===== src/rtl/pipeline_debug_controller.sv =====
// UART-driven sequencing controller for the 5-stage MIPS pipeline: loads program
// words into instruction memory, then runs or single-steps the pipeline via halt.
module pipeline_debug_controller #(
    parameter int unsigned  INST_MEM_WORDS = 64,
    parameter logic [7:0]   CMD_LOAD       = 8'h4C,
    parameter logic [7:0]   CMD_RUN        = 8'h43,
    parameter logic [7:0]   CMD_STEP       = 8'h53,
    parameter logic [7:0]   CMD_NEXT       = 8'h4E,
    parameter logic [31:0]  HALT_WORD      = 32'hFFFFFFFF
) (
    input  logic        i_clk,
    input  logic        i_reset,
    input  logic        i_rx_valid,
    input  logic [7:0]  i_rx_data,
    input  logic        i_tx_done,
    input  logic        i_program_end,
    output logic        o_tx_start,
    output logic [7:0]  o_tx_data,
    output logic        o_halt,
    output logic        o_pipeline_reset,
    output logic        o_write_instruction_flag,
    output logic [31:0] o_instruction_to_write,
    output logic [31:0] o_address_to_write_inst,
    output logic        o_busy
);

    localparam logic [7:0]  ACK        = 8'h06;
    localparam logic [7:0]  NAK        = 8'h15;
    localparam logic [31:0] ADDR_LIMIT = 32'(INST_MEM_WORDS * 4);

    typedef enum logic [2:0] {IDLE, LOAD, RUN, STEP, SEND, WAIT_TX} state_t;

    state_t      state;
    state_t      ret_state;
    logic [31:0] addr;
    logic [1:0]  byte_cnt;
    logic [23:0] word_buf;

    // Handshakes: i_rx_valid and i_tx_done are single-cycle strobes with no
    // back-pressure; o_tx_start is a single-cycle request and o_tx_data stays
    // stable from that cycle until i_tx_done is seen in WAIT_TX.
    always_ff @(posedge i_clk or posedge i_reset) begin
        if (i_reset) begin
            state                    <= IDLE;
            ret_state                <= IDLE;
            addr                     <= '0;
            byte_cnt                 <= '0;
            word_buf                 <= '0;
            o_tx_start               <= 1'b0;
            o_tx_data                <= '0;
            o_halt                   <= 1'b1;
            o_pipeline_reset         <= 1'b0;
            o_write_instruction_flag <= 1'b0;
            o_instruction_to_write   <= '0;
            o_address_to_write_inst  <= '0;
            o_busy                   <= 1'b0;
        end else begin
            o_pipeline_reset         <= 1'b0;
            o_write_instruction_flag <= 1'b0;
            o_tx_start               <= 1'b0;
            case (state)
                IDLE: begin
                    if (i_rx_valid) begin
                        o_busy <= 1'b1;
                        if (i_rx_data == CMD_LOAD) begin
                            state            <= LOAD;
                            o_pipeline_reset <= 1'b1;
                            addr             <= '0;
                            byte_cnt         <= '0;
                        end else if (i_rx_data == CMD_RUN) begin
                            state  <= RUN;
                            o_halt <= 1'b0;
                        end else if (i_rx_data == CMD_STEP) begin
                            state <= STEP;
                        end else begin
                            state      <= SEND;
                            o_tx_start <= 1'b1;
                            o_tx_data  <= NAK;
                            ret_state  <= IDLE;
                        end
                    end
                end
                LOAD: begin
                    // The end-of-load decision is taken in the write cycle itself,
                    // so a byte arriving alongside a non-final write is still kept.
                    if (o_write_instruction_flag &&
                        (o_instruction_to_write == HALT_WORD || addr == ADDR_LIMIT)) begin
                        state      <= SEND;
                        o_tx_start <= 1'b1;
                        o_tx_data  <= (o_instruction_to_write == HALT_WORD) ? ACK : NAK;
                        ret_state  <= IDLE;
                    end else if (i_rx_valid) begin
                        if (byte_cnt == 2'd3) begin
                            o_write_instruction_flag <= 1'b1;
                            o_instruction_to_write   <= {i_rx_data, word_buf};
                            o_address_to_write_inst  <= addr;
                            addr                     <= addr + 32'd4;
                            byte_cnt                 <= '0;
                        end else begin
                            word_buf[{byte_cnt, 3'b000} +: 8] <= i_rx_data;
                            byte_cnt                          <= byte_cnt + 2'd1;
                        end
                    end
                end
                RUN: begin
                    if (i_program_end) begin
                        o_halt     <= 1'b1;
                        state      <= SEND;
                        o_tx_start <= 1'b1;
                        o_tx_data  <= ACK;
                        ret_state  <= IDLE;
                    end
                end
                STEP: begin
                    // o_halt low inside STEP marks the single released cycle.
                    if (!o_halt || i_program_end) begin
                        o_halt     <= 1'b1;
                        state      <= SEND;
                        o_tx_start <= 1'b1;
                        o_tx_data  <= ACK;
                        ret_state  <= i_program_end ? IDLE : STEP;
                    end else if (i_rx_valid && i_rx_data == CMD_NEXT) begin
                        o_halt <= 1'b0;
                    end
                end
                SEND: begin
                    state <= WAIT_TX;
                end
                WAIT_TX: begin
                    if (i_tx_done) begin
                        state     <= ret_state;
                        o_busy    <= (ret_state != IDLE);
                        o_tx_data <= '0;
                    end
                end
                default: begin
                    state  <= IDLE;
                    o_busy <= 1'b0;
                end
            endcase
        end
    end

endmodule


===== config.mk =====
export PLATFORM = sky130hd
export DESIGN_NAME = pipeline_debug_controller
export DESIGN_NICKNAME = d
export VERILOG_FILES = /design/src/rtl/pipeline_debug_controller.sv
export SDC_FILE = /design/constraint.sdc
export NUM_CORES = 1
export LEC_CHECK = 0
export ABC_AREA = 1
export CORE_MARGIN = 2
export CORE_UTILIZATION = 50
export CTS_CLUSTER_SIZE = 12
export DETAILED_ROUTE_END_ITERATION = 7
export PLACE_DENSITY = 0.79
export SKIP_LAST_GASP = 1
export SYNTH_ARGS = -nofsm -noshare
export SYNTH_HDL_FRONTEND = slang
export SYNTH_SLANG_ARGS = --single-unit
export TNS_END_PERCENT = 10

===== constraint.sdc =====
create_clock -name i_clk -period 4 [get_ports i_clk]
set_clock_uncertainty 0.05 [all_clocks]
set_input_delay 0.8 -clock i_clk [delete_from_list [all_inputs] [get_ports i_clk]]
set_output_delay 0.8 -clock i_clk [all_outputs]
set_load 0.03 [all_outputs]

### After elaboration in Yosys (flattened, before gate mapping)

Cells that the tools add are included.

* flip-flop bits (word level): 141
* input bits: 13
* word-level logic and storage cells: 134

* add/subtract/negate cells: 3
* eq/ne operators: 26
* shift-type cells: 2
* muxes and demuxes: 66
* bitwise gates (word level): 3
* reduce and logical (&&, ||, !) cells: 21

Operators by type and width (count)
* two-way mux 32 bit: 5
* two-way mux 8 bit: 8
* case mux 32 bit (2 select lines): 1
* two-way mux 3 bit: 15
* case mux 8 bit (5 select lines): 1
* adder 32 x 3 -> 32 bit (second input constant): 1
* == test 32 bit (second input constant): 1
* == test 32 x 9 -> 1 bit (second input constant): 1
* == test 8 x 7 -> 1 bit (second input constant): 4
* inequality test 2 bit (second input constant): 13
* bitwise mux 24 bit: 1
* variable shift 8 x 7 -> 24 bit (first input constant): 1
* variable part select 8 x 7 -> 24 bit: 1
* two-way mux 1 bit: 22
* case mux 3 bit (6 select lines): 1
* two-way mux 2 bit: 6
* case mux 3 bit (4 select lines): 1
* AND reduction 6 bit: 2
* AND reduction 5 bit: 2
* AND reduction 9 bit: 1
* AND reduction 4 bit: 2
* AND reduction 8 bit: 1
* negation 5 -> 7 bit: 1
* == test 3 x 2 -> 1 bit (second input constant): 2
* 20 further kinds: 27

### Depth between registers and ports, before layout

* depth in word-level cells: 6
* depth in mapped cells: 14
* gate-level depth less buffers: 13

### Worst setup path after synthesis

Ideal clock, no wire load.

* path type: input -> register
* from: in i_rx_data[6]
* to: reg addr[28]
* data arrival time: 1732 ps
* slack: 2100 ps
* cell stages on the path: 10
* buffers on the path: 1
* path through: inv_1 > nor2_1 > nand2_1 > nor2_1 > nand2_1 > nand2_1 > nand3_1 > buf_2 > nand2_1 > nand2_1

* cells in the longest elaborated chain, start to end: 3

RTL lines
* from (decl): RTL line 14 `input logic [7:0] i_rx_data,`
* == test 8 x 7 -> 1 bit: RTL line 65 `if (i_rx_data == CMD_LOAD) begin`
* inequality test 2 bit (no source line)
* AND reduction 6 bit (no source line)
* to (signal assigned): RTL line 97 `addr <= addr + 32'd4;`
* to (decl): RTL line 35 `logic [31:0] addr;`

Every way passes these cells.
A chain may end at the register's enable or synchronous reset.

### Worst setup path in the final report

* from: in i_rx_data[7]
* to: reg addr[30]

The elaborated chain is that of the path after synthesis.

==> out/metrics.csv <==
stage,metric,value,unit
outcome,outcome,completed,
routing,ANT nets after route,0,
worst_hold_path,Min-Delay Path Class,reg -> reg,
final_layout,ANT cells,0,
die,die height,120.4,um
yosys,post-synthesis simple-gate area fraction,36.90,%
timing,Final Hold Vio Count,0,
global_routing,vias in the first global route,5808,
setup_path,CP top delay family,buffers and inverters,
final_layout,Layout area overhead,22.54,%
timing,unrepaired setup endpoints after global routing,false,
place,IO buf count,83,
clock_tree,Clock Latency Late Sink,0.42,ns
routing,DRT Pass-1 Iters,6,
power,Power Total,4248,uW
global_routing,global-route wire length before repair,28960,um
clock_tree,Root Driver,clkbuf_16,
yosys,top_reg_cell synth,dfrtp_1,
timing,Period minus WS final,2.666,ns
yosys,post-synthesis mux area share,0,%
global_routing,largest net degree at the start of global routing,72,
global_routing,total global-route track usage,25.41,%
power,Peak VDD IR,0.3019,mV
routing,DR DRC count,0,
clock_tree,clock buffer depth,2,
yosys,Post-synth ARST share,100.0,%
timing,Max Freq,0.3751,GHz
timing,Setup Viol. Count Final,0,
power,power per cell area,511.4,mW/mm^2
die,width of the die,120.4,um
setup_path,critical path launch point type,primary input,
yosys,"Cell Area, Synth",0.006779,mm^2
yosys,synth unique cells,30,
setup_path,critical-path cell list,"clkdlybuf4s50_1, nor2_1, nand2_1, nor2_1, nand2_1, nand2_1, buf_4, nand3_1, buf_4, nand2_1, nand2_1",
routing,initial detailed-routing violation count,576,
die,Starting Density,51.19,%
setup_path,r2r setup slk,1.37,ns
run,max_cap viols,0,
die,Die ar.,0.01451,mm^2
clock_tree,H-tree Lvls,4,
setup_path,CP Max Fanout,33,
die,I/O pin count,90,
yosys,largest family of logic cells by synthesized area,simple AND/OR/NAND/NOR gates,
setup_path,WP buf/inv,3,
timing,Worst slew margin,45.02,%
timing,Hold WS,0.4184,ns
yosys,Post-synth EDFFs,0,
die,Core Box Area,0.01324,mm^2
clock_tree,total CTS buffers,17,
power,LEAKAGE,0.003884,uW
place,Placed Area,0.007687,mm^2
setup_path,Worst path slowest cell,clkdlybuf4s50_1,
timing,setup TNS,0,ns
timing,Final Cycle Share,66.65,%
clock_tree,Worst-path clk slew,0.06,ns
yosys,syn_area_per_cell,7.235,um^2
place,hpwl dp,12170,um
setup_path,CP Capture Type,flop,
routing,Avg WL per Cell,14.43,um
yosys,register area share after synthesis,48.01,%
die,num rows,42,
clock_tree,post-CTS sizing,0,
final_layout,Total Nets Final,1032,
timing,Pins Over Slew Limit,0,
yosys,Post-Synthesis Cells,937,
clock_tree,postcts setup bufs,0,
setup_path,"Largest stage delay, worst path",0.54,ns
yosys,xor and xnor fraction of the mapped netlist area,0.6460,%
final_layout,Fillers,1181,
routing,Via density,5.254,
yosys,Synth Area in Compound Gates,5.648,%
clock_tree,Num Clock Sinks,130,
setup_path,Worst EP required,4.26,ns
global_routing,aggregate global routing overflow,0,
routing,Via Count,6310,
routing,WL final,17330,um
place,GPL Wtd Cong,0.9698,
setup_path,crit path kind,in -> reg,
final_layout,ratio of cells with drive above 1 in the final layout,5.756,%
clock_tree,CTS tree,built,
global_routing,initial antenna violation count,0,
setup_path,Worst EP arrival,2.92,ns
yosys,#FFs+latches synth,130,
setup_path,CP most frequent cell,nand2_1,
yosys,Synth Area in Adders,1.292,%
final_layout,Post-Layout Inst Area,0.008307,mm^2
yosys,Synth warnings,0,
clock_tree,hold buffers post-CTS,0,
timing,Tightest Pin Transition,0.8183,ns
cell type report:
type	instances	area, um^2	share of cell area (%)
Clock inverter	11	148.9	1.792
Inverter	68	259.0	3.118
Multi-Input combinational cell	704	3038	36.57
Sequential cell	130	3254	39.18
Clock buffer	21	470.5	5.663
Tap cell	176	220.2	2.651
Timing Repair Buffer	91	915.9	11.03
worst paths after layout:
| kind | start | end | cells past startpoint |
|---|---|---|---|
| min in group asynchronous | i_reset | o_address_to_write_inst[10] | 2 |
| setup / recovery | i_rx_data[7] | addr[30] | 11 |
| hold reg to reg | word_buf[9] | o_instruction_to_write[9] | 2 |
| max in group asynchronous | i_reset | addr[25] | 3 |
| hold / removal | word_buf[9] | o_instruction_to_write[9] | 2 |
| setup reg to reg | addr[2] | addr[30] | 13 |
worst reg2reg max path, delay by kind of cell (launching register included):
kind                       cells  cell delay [ns]
and+or+nand+nor                9             1.33
DFF                            1             0.43
buffers and inverters          3             0.57
adders and majority gates      1             0.19
cells by family after synthesis:
kind of cell,after synthesis
flops,130
compound gates,72
simple gates,614
fa+ha+maj,7
xor+xnor,5
other cells,1
buf+inv,108
routing by layer:
| layer | vias up | part of all wire (%) | GRT usage (%) |
|---|---|---|---|
| li1 | 3100 | - | - |
| met1 | 2930 | 45 | 35.34 |
| met2 | 237 | 46 | 38.70 |
| met3 | 43 | 6.2 | 6.085 |
| met4 | 0 | 2.7 | 9.666 |
| met5 | - | 0 | 0 |
cell usage in the layout, fill, tap and decap left out, drive strengths merged, types with 3 or more instances in the layout:
cell type	n
nand4	40
nand2	411
nand3	33
clkdlybuf4s50	83
ha	7
o21ai	66
bufinv	3
inv	69
clkbuf	21
nor2	118
a21oi	3
clkinv	3
buf	8
conb	6
dfrtp	129
nor3	10
xor2	5
clkinvlp	4
through the flow:
stage	util, %	setup WS [ns]	std cells
5_1_grt	62.73	1.106	1201
3_5_place_dp	58.05	0.9948	1169
4_1_cts	62.73	1.416	1201
6_report	62.73	1.334	1201
3_3_place_gp	58.05	1.088	1169
2_1_floorplan	-	1.542	942
synth_stat cells, types with 9 or more instances:
cell | instances | area share, %
nand2_1 | 409 | 23
nand4_1 | 40 | 3.7
inv_1 | 61 | 3.4
clkbuf_1 | 10 | 0.55
nand3_1 | 29 | 2.1
nor3_1 | 9 | 0.66
nor2_1 | 116 | 6.4
buf_4 | 10 | 1.1
buf_2 | 14 | 1.0
o21ai_1 | 35 | 2.6
o21ai_0 | 30 | 2.2
dfrtp_1 | 129 | 48
where the power goes:
part | switching [uW] | leakage (uW) | internal [uW]
registers | 93.6 | 0.00179 | 1440
logic | 784 | 0.00179 | 314
clock network | 586 | 0.000296 | 1030
state kept, by name, summed over array words and instances, names as in the netlist:
signal                    flops
o_instruction_to_write       32
addr                         30
o_address_to_write_inst      30
word_buf                     24
o_tx_data                     3
state                         3
byte_cnt                      2
o_busy                        1
o_halt                        1
o_pipeline_reset              1
o_tx_start                    1
o_write_instruction_flag      1
ret_state                     1
Note: power is estimated with default switching activity, not from simulation.
